==> src/rtl/registers_memory.sv <==
// registers_memory: general-purpose register file for the decode stage.
// Two combinational read ports, one synchronous write port, and a
// write-to-read bypass so decode sees a value in the cycle it is written back.
// Optional build macro: REGISTERS_MEMORY_ZERO_REG_EN -- when defined,
// register 0 is hardwired to zero (writes discarded, reads return 0).
module registers_memory #(
  parameter int DATA_WIDTH = 32,
  parameter int ADDR_WIDTH = 5
) (
  input  logic                  clk,
  input  logic                  rst_n,
  input  logic                  wr_en,
  input  logic [ADDR_WIDTH-1:0] w_addr,
  input  logic [DATA_WIDTH-1:0] w_data,
  input  logic [ADDR_WIDTH-1:0] r_addr1,
  input  logic [ADDR_WIDTH-1:0] r_addr2,
  output logic [DATA_WIDTH-1:0] r_data1,
  output logic [DATA_WIDTH-1:0] r_data2
);

  localparam int DEPTH = 2 ** ADDR_WIDTH;

`ifdef REGISTERS_MEMORY_ZERO_REG_EN
  localparam bit ZERO_REG = 1'b1;
`else
  localparam bit ZERO_REG = 1'b0;
`endif

  logic [DATA_WIDTH-1:0] regs_q [DEPTH];
  logic [DATA_WIDTH-1:0] regs_d [DEPTH];
  logic                  wr_ok_s;

  // Qualify the write: a hardwired register 0 swallows writes to address 0.
  always_comb begin
    wr_ok_s = 1'b0;
    if (wr_en && !(ZERO_REG && (w_addr == '0))) begin
      wr_ok_s = 1'b1;
    end else begin
      wr_ok_s = 1'b0;
    end
  end

  // Next-state of the array: only the addressed entry can change.
  always_comb begin
    for (int i = 0; i < DEPTH; i++) begin
      regs_d[i] = regs_q[i];
    end
    if (wr_ok_s) begin
      regs_d[w_addr] = w_data;
    end else begin
      regs_d[w_addr] = regs_q[w_addr];
    end
  end

  // Storage: cleared asynchronously by rst_n, updated on the rising edge.
  always_ff @(posedge clk or negedge rst_n) begin
    if (!rst_n) begin
      for (int i = 0; i < DEPTH; i++) begin
        regs_q[i] <= '0;
      end
    end else begin
      for (int i = 0; i < DEPTH; i++) begin
        regs_q[i] <= regs_d[i];
      end
    end
  end

  // Read port 1: zero in reset, hardwired zero, bypass, then stored value.
  always_comb begin
    r_data1 = '0;
    if (!rst_n) begin
      r_data1 = '0;
    end else if (ZERO_REG && (r_addr1 == '0)) begin
      r_data1 = '0;
    end else if (wr_en && (w_addr == r_addr1)) begin
      r_data1 = w_data;
    end else begin
      r_data1 = regs_q[r_addr1];
    end
  end

  // Read port 2: same priority as port 1, fully independent of it.
  always_comb begin
    r_data2 = '0;
    if (!rst_n) begin
      r_data2 = '0;
    end else if (ZERO_REG && (r_addr2 == '0)) begin
      r_data2 = '0;
    end else if (wr_en && (w_addr == r_addr2)) begin
      r_data2 = w_data;
    end else begin
      r_data2 = regs_q[r_addr2];
    end
  end

endmodule

==> config.mk <==
export PLATFORM = sky130hd
export DESIGN_NAME = registers_memory
export DESIGN_NICKNAME = d
export VERILOG_FILES = /design/src/rtl/registers_memory.sv
export SDC_FILE = /design/constraint.sdc
export NUM_CORES = 2
export LEC_CHECK = 0
export BUFFER_PORTS_ARGS = -buffer_cell sky130_fd_sc_hd__buf_4
export CELL_PAD_IN_SITES_DETAIL_PLACEMENT = 1
export CELL_PAD_IN_SITES_GLOBAL_PLACEMENT = 1
export CORE_MARGIN = 2
export CORE_UTILIZATION = 40
export CTS_BUF_LIST = sky130_fd_sc_hd__clkbuf_8
export CTS_CLUSTER_SIZE = 8
export DETAILED_ROUTE_END_ITERATION = 7
export HOLD_SLACK_MARGIN = 0.03
export PLACE_DENSITY_LB_ADDON = 0.25
export SLEW_MARGIN = 10
export SYNTH_ARGS = -nofsm -noshare
export SYNTH_HDL_FRONTEND = slang
export SYNTH_SLANG_ARGS = --single-unit
export TNS_END_PERCENT = 10
==> constraint.sdc <==
create_clock -name clk -period 8.3 [get_ports clk]
set_input_delay 1.245 -clock clk [delete_from_list [all_inputs] [get_ports clk]]
set_output_delay 1.245 -clock clk [all_outputs]
set_load 0.05 [all_outputs]
Word level (Yosys, flattened, before mapping)
Index checks and enable logic that the tools add are counted.
W data, S select, Z words.
{"block": "totals", "ff_bits": 1024, "input_bits": 50, "elab_cells": 63}
{"block": "classes", "order_cmp": 4, "reduce_logical": 3, "bitwise_logic": 3, "n_eq_ne": 2, "muxes": 19}
{"op": "$bwmux W1024", "n": 2}
{"op": "$mux W1024", "n": 1}
{"op": "$bmux W32 S5", "n": 3}
{"op": "$mux W32", "n": 11}
{"op": "$demux W32 S5", "n": 1}
{"op": "$ge A6 B6 Y1 const B", "n": 3}
{"op": "$not A5 Y6", "n": 3}
{"op": "$eq A5 B5 Y1", "n": 2}
{"op": "$lt A6 B1 Y1 const B", "n": 1}
{"op": "$logic_and A1 B1 Y1", "n": 3}
{"op": "$mux W1", "n": 1}

Depth between registers and ports, before layout
{"block": "logic_depth", "depth_word": 7, "mapped_depth": 11, "ltp_nobuf": 5}

Worst setup path after synthesis
No wires, ideal clock.
{"block": "synth_path", "kind": "input port to output port", "start": "input port r_addr2[1]", "end": "output port r_data2[28]", "cell_stages": 7, "n_path_buf": 3, "path_slack_ns": 3.450, "arrival_ns": 3.605, "path_cell_list": "clkbuf_1 clkbuf_1 buf_1 mux4_2 mux2_2 o211ai_1 o21ai_0"}
{"block": "synth_between", "elab_chain_len": 6, "elab_cells_between_ends": 8, "classes_between": "1 x eq/ne; 5 x mux; 1 x bitwise; 1 x reduce/logical"}
{"element": "start: declaration", "line": "16", "rtl": "input logic [ADDR_WIDTH-1:0] r_addr2,"}
{"element": "$not A5 Y6 (implied by the code)", "line": "92", "rtl": "r_data2 = regs_q[r_addr2];"}
{"element": "$bmux W32 S5", "line": "92"}
{"element": "$mux W32 (implied by the code) (2 in a row)", "line": "92"}
{"element": "$mux W32 *", "line": "89", "rtl": "end else if (wr_en && (w_addr == r_addr2)) begin"}
{"element": "$mux W32 *", "line": "85", "rtl": "if (!rst_n) begin"}
{"element": "end: declaration", "line": "18", "rtl": "output logic [DATA_WIDTH-1:0] r_data2"}
Mark *: on every way between the ends. The rest lies on a longest branch, timed or not. The select of a mux whose other input is x is not followed.

Worst setup path in the final report
{"block": "layout_path", "start": "input port r_addr1[0]", "end": "output port r_data1[27]"}
{"block": "layout_between", "elab_chain_len": 6, "elab_cells_between_ends": 8, "classes_between": "1 x eq/ne; 5 x mux; 1 x bitwise; 1 x reduce/logical"}
{"element": "start: declaration", "line": "15", "rtl": "input logic [ADDR_WIDTH-1:0] r_addr1,"}
{"element": "$not A5 Y6 (implied by the code)", "line": "78", "rtl": "r_data1 = regs_q[r_addr1];"}
{"element": "$bmux W32 S5", "line": "78"}
{"element": "$mux W32 (implied by the code) (2 in a row)", "line": "78"}
{"element": "$mux W32 *", "line": "75", "rtl": "end else if (wr_en && (w_addr == r_addr1)) begin"}
{"element": "$mux W32 *", "line": "71", "rtl": "if (!rst_n) begin"}
{"element": "end: declaration", "line": "17", "rtl": "output logic [DATA_WIDTH-1:0] r_data1,"}
Marks and branches as above.

==> metrics.yaml <==
timing:
  max_freq_mhz: 177
  worst_pin_slew_ns: 1.22
  min_period_over_period_pct: 68.2
  min_period_ns: 5.66
  fin_tns_setup_ns: 0
  finalSetupViolCount: 0
  relSlewSlack_pct: 17.9
  rsz0062_at_grt: "false"
  final_max_slew_viol_count: 0
  fin_skew_ns: 0.0397
  finalHoldViolations: 0
layout:
  largest_reg_flops: 1024
  fin_area_sq_um: 66800
  regMostFlops: "regs_q"
  top_regs: "regs_q (1024)"
  syn_to_final_growth_pct: 10.6
  nets: 5237
  nFillCells: 15900
  drive_gt1_share_pct: 28.3
floorplan:
  io_pins: 114
  die_x_um: 392
  rows: 142
  die_h_um: 392
  start_util_pct: 40.3
  core_sq_um: 150000
  dieArea_sq_um: 154000
synth:
  yosys.area.top_type: "dfrtp_1"
  syn_inst: 5318
  ys_ff_latch: 1024
  syn-num-nets: 5368
  synthTopCellsByArea: "dfrtp_1, mux4_2, nand2_1"
  synthFlopType: "dfrtp_1"
  synth_top_area_share_pct: 42.5
  synth_common_cells: "nand2_1, dfrtp_1, mux4_2"
  syn_area_sq_um: 60400
  yosysWarnings: 0
  yosysUniqueCellTypes: 53
  ys_async_sr_fraction_pct: 100
  syn-mean-instance-area_sq_um: 11.4
  seq_area_frac_synth_pct: 42.5
  synth_edf_count: 0
  yosysMostFrequentCell: "nand2_1"
clock_tree:
  postCtsHoldBufs: 0
  cts.root.buffer_cell: "clkbuf_8"
  cts_buffers: 181
  cts_setup_buffers: 0
  cts.sinks: 1024
  cts_resized: 0
  cts.htree.levels: 4
  clk_path_buf_depth: 3
  tritoncts: "yes"
  clkTransAtPathRegs_ns: 0.06
  clk_latency_ns: 0.96
power_and_ir_drop:
  internal_power_mw: 11.4
  p_comb_share_pct: 27.2
  power.share.sequential_pct: 42.8
  irDropWorstVdd_mv: 0.182
  p_leak_nw: 27.7
  p_per_area_nw_per_um2: 260
  swShare_pct: 34.4
  power_switching_mw: 5.97
  pwr-share-clk_pct: 30.0
route:
  via_per_inst: 6.74
  drc: 0
  drtIter0Drc: 5844
  first_pass_iters: 6
  routed-via-count: 49600
  drt-wirelength-per-cell_um: 34.7
  routed_wl_mm: 255
  ant_nets: 0
hold_path:
  hold_path_class: "primary input to async pin"
global_routing:
  grt_pass1_vias: 50300
  track_usage_pct: 33.5
  grt_first_pass_wirelength_mm: 369
  grt_max_degree: 152
  antenna_found_initial: 15
  globalRoute.totalOverflow: 0
critical_path:
  cp_cell_sequence: "buf_8 -> buf_4 -> mux4_2 -> o22ai_1 -> nor4_1 -> a22o_1 -> buf_4"
  crit_top_cell: "buf_4"
  r2r-end: "regs_q[735]"
  r2r_cells: 6
  cp.arrival_ns: 4.42
  required_ns: 7.05
  critPathKind: "primary input to primary output"
  timing.rr.start: "regs_q[703]"
  cp_slowest_cell: "nor4_1"
  path_max_fanout: 70
  startpoint_type: "primary input"
  end_kind: "primary output"
  regToRegSetupSlack_ns: 5.62
  cpPeakStageDelay_ns: 0.97
run:
  drv_cap: 0
place:
  gp_congestion: 0.855
  portBuffers: 113
  dpl_cell_area_sq_um: 62700
  place_hpwl_mm: 149
status:
  outcome: "finished, final reports clean"
[power groups by stage]
stage | registers, mW | clock network, mW | logic (mW)
after global routing | 7.61 | 5.51 | 5.10
after detailed placement | 7.46 | 0 | 4.68
after global placement | 7.35 | 0 | 4.54
after floorplan | 7.03 | 0 | 3.56
final | 7.44 | 5.22 | 4.72
after CTS | 7.38 | 5.28 | 4.69
[routing by layer]
metal,vias up,wire length [um],GRT usage (%)
li1,20000,-,-
met1,26200,101000,44.7
met2,2751,118000,52.1
met3,698,25100,8.34
met4,24,11500,14.2
met5,-,161,0
[worst max path at each step]
stage,from,endpoint,slack (ns)
floorplan,r_addr2[1],r_data2[28],3.45
global placement,r_addr1[0],r_data1[10],2.46
detailed placement,r_addr1[0],r_data1[10],2.48
CTS,r_addr1[0],r_data1[10],2.47
global route,r_addr1[0],r_data1[27],2.44
finish,r_addr1[0],r_data1[27],2.64
[area by class of cell]
class	count	area, sq um	area share [%]
Antenna cell	7	17.5	0.0262
Tap cell	2016	2520	3.78
Sequential cell	1024	25600	38.4
Inverter	2	7.51	0.0112
Clock buffer	258	3550	5.32
Timing Repair Buffer	254	2130	3.18
Multi-Input combinational cell	3724	32500	48.6
Clock inverter	77	460	0.689
[cell usage in the layout (no fill, tap or decap), types with 7 or more instances in the layout]
| master | instances |
|---|---|
| nor3_1 | 31 |
| o22ai_1 | 244 |
| dfrtp_1 | 1024 |
| clkinv_2 | 22 |
| a21boi_0 | 14 |
| buf_4 | 233 |
| mux2_2 | 121 |
| o21ai_2 | 45 |
| buf_12 | 13 |
| xnor2_1 | 10 |
| a22o_1 | 30 |
| inv_1 | 43 |
| diode_2 | 7 |
| mux4_2 | 709 |
| o21ai_0 | 579 |
| buf_8 | 7 |
| nor4_1 | 26 |
| mux2i_1 | 35 |
| nor2b_1 | 33 |
| clkbuf_8 | 258 |
| nand2_4 | 32 |
| o31ai_1 | 14 |
| a211oi_1 | 31 |
| o211ai_1 | 31 |
| o22ai_2 | 15 |
| nand2_1 | 1111 |
| a32o_1 | 33 |
| nand2b_1 | 17 |
| o21ai_1 | 418 |
| a22oi_1 | 81 |
[cells by family (layout without fill, tap and decap cells)]
| kind of cell | count (synthesis) | after routing | share of synthesized area (%) |
|---|---|---|---|
| AOI/OAI and AO/OA | 1545 | 1545 | 15.1 |
| muxes | 865 | 865 | 29.3 |
| buffers and inverters | 570 | 591 | 4.37 |
| xor gates and xnor gates | 10 | 10 | 0.145 |
| other | 0 | 7 | 0 |
| DFF | 1024 | 1024 | 42.5 |
| and+or+nand+nor | 1304 | 1304 | 8.70 |
[worst max-delay path, delay by kind of cell]
| kind | cells | cell delay, ns |
|---|---|---|
| simple gates | 1 | 0.97 |
| mux | 1 | 0.33 |
| buf+inv | 3 | 1.42 |
| compound gates | 2 | 0.34 |
[through the flow]
step           power, mW  std cells  util, %  hold WS (ns)  setup slack, ns
6_report            17.4       7362     44.6         0.173             2.64
5_1_grt             18.2       7359     44.6         0.157             2.44
4_1_cts             17.4       7355     44.6         0.125             2.47
3_5_place_dp        12.1       7020     41.9         0.507             2.48
3_3_place_gp        11.9       7020     41.9         0.490             2.46
2_1_floorplan       10.6       5318        -         0.477             3.45
Note: power is estimated with default switching activity, not from simulation.
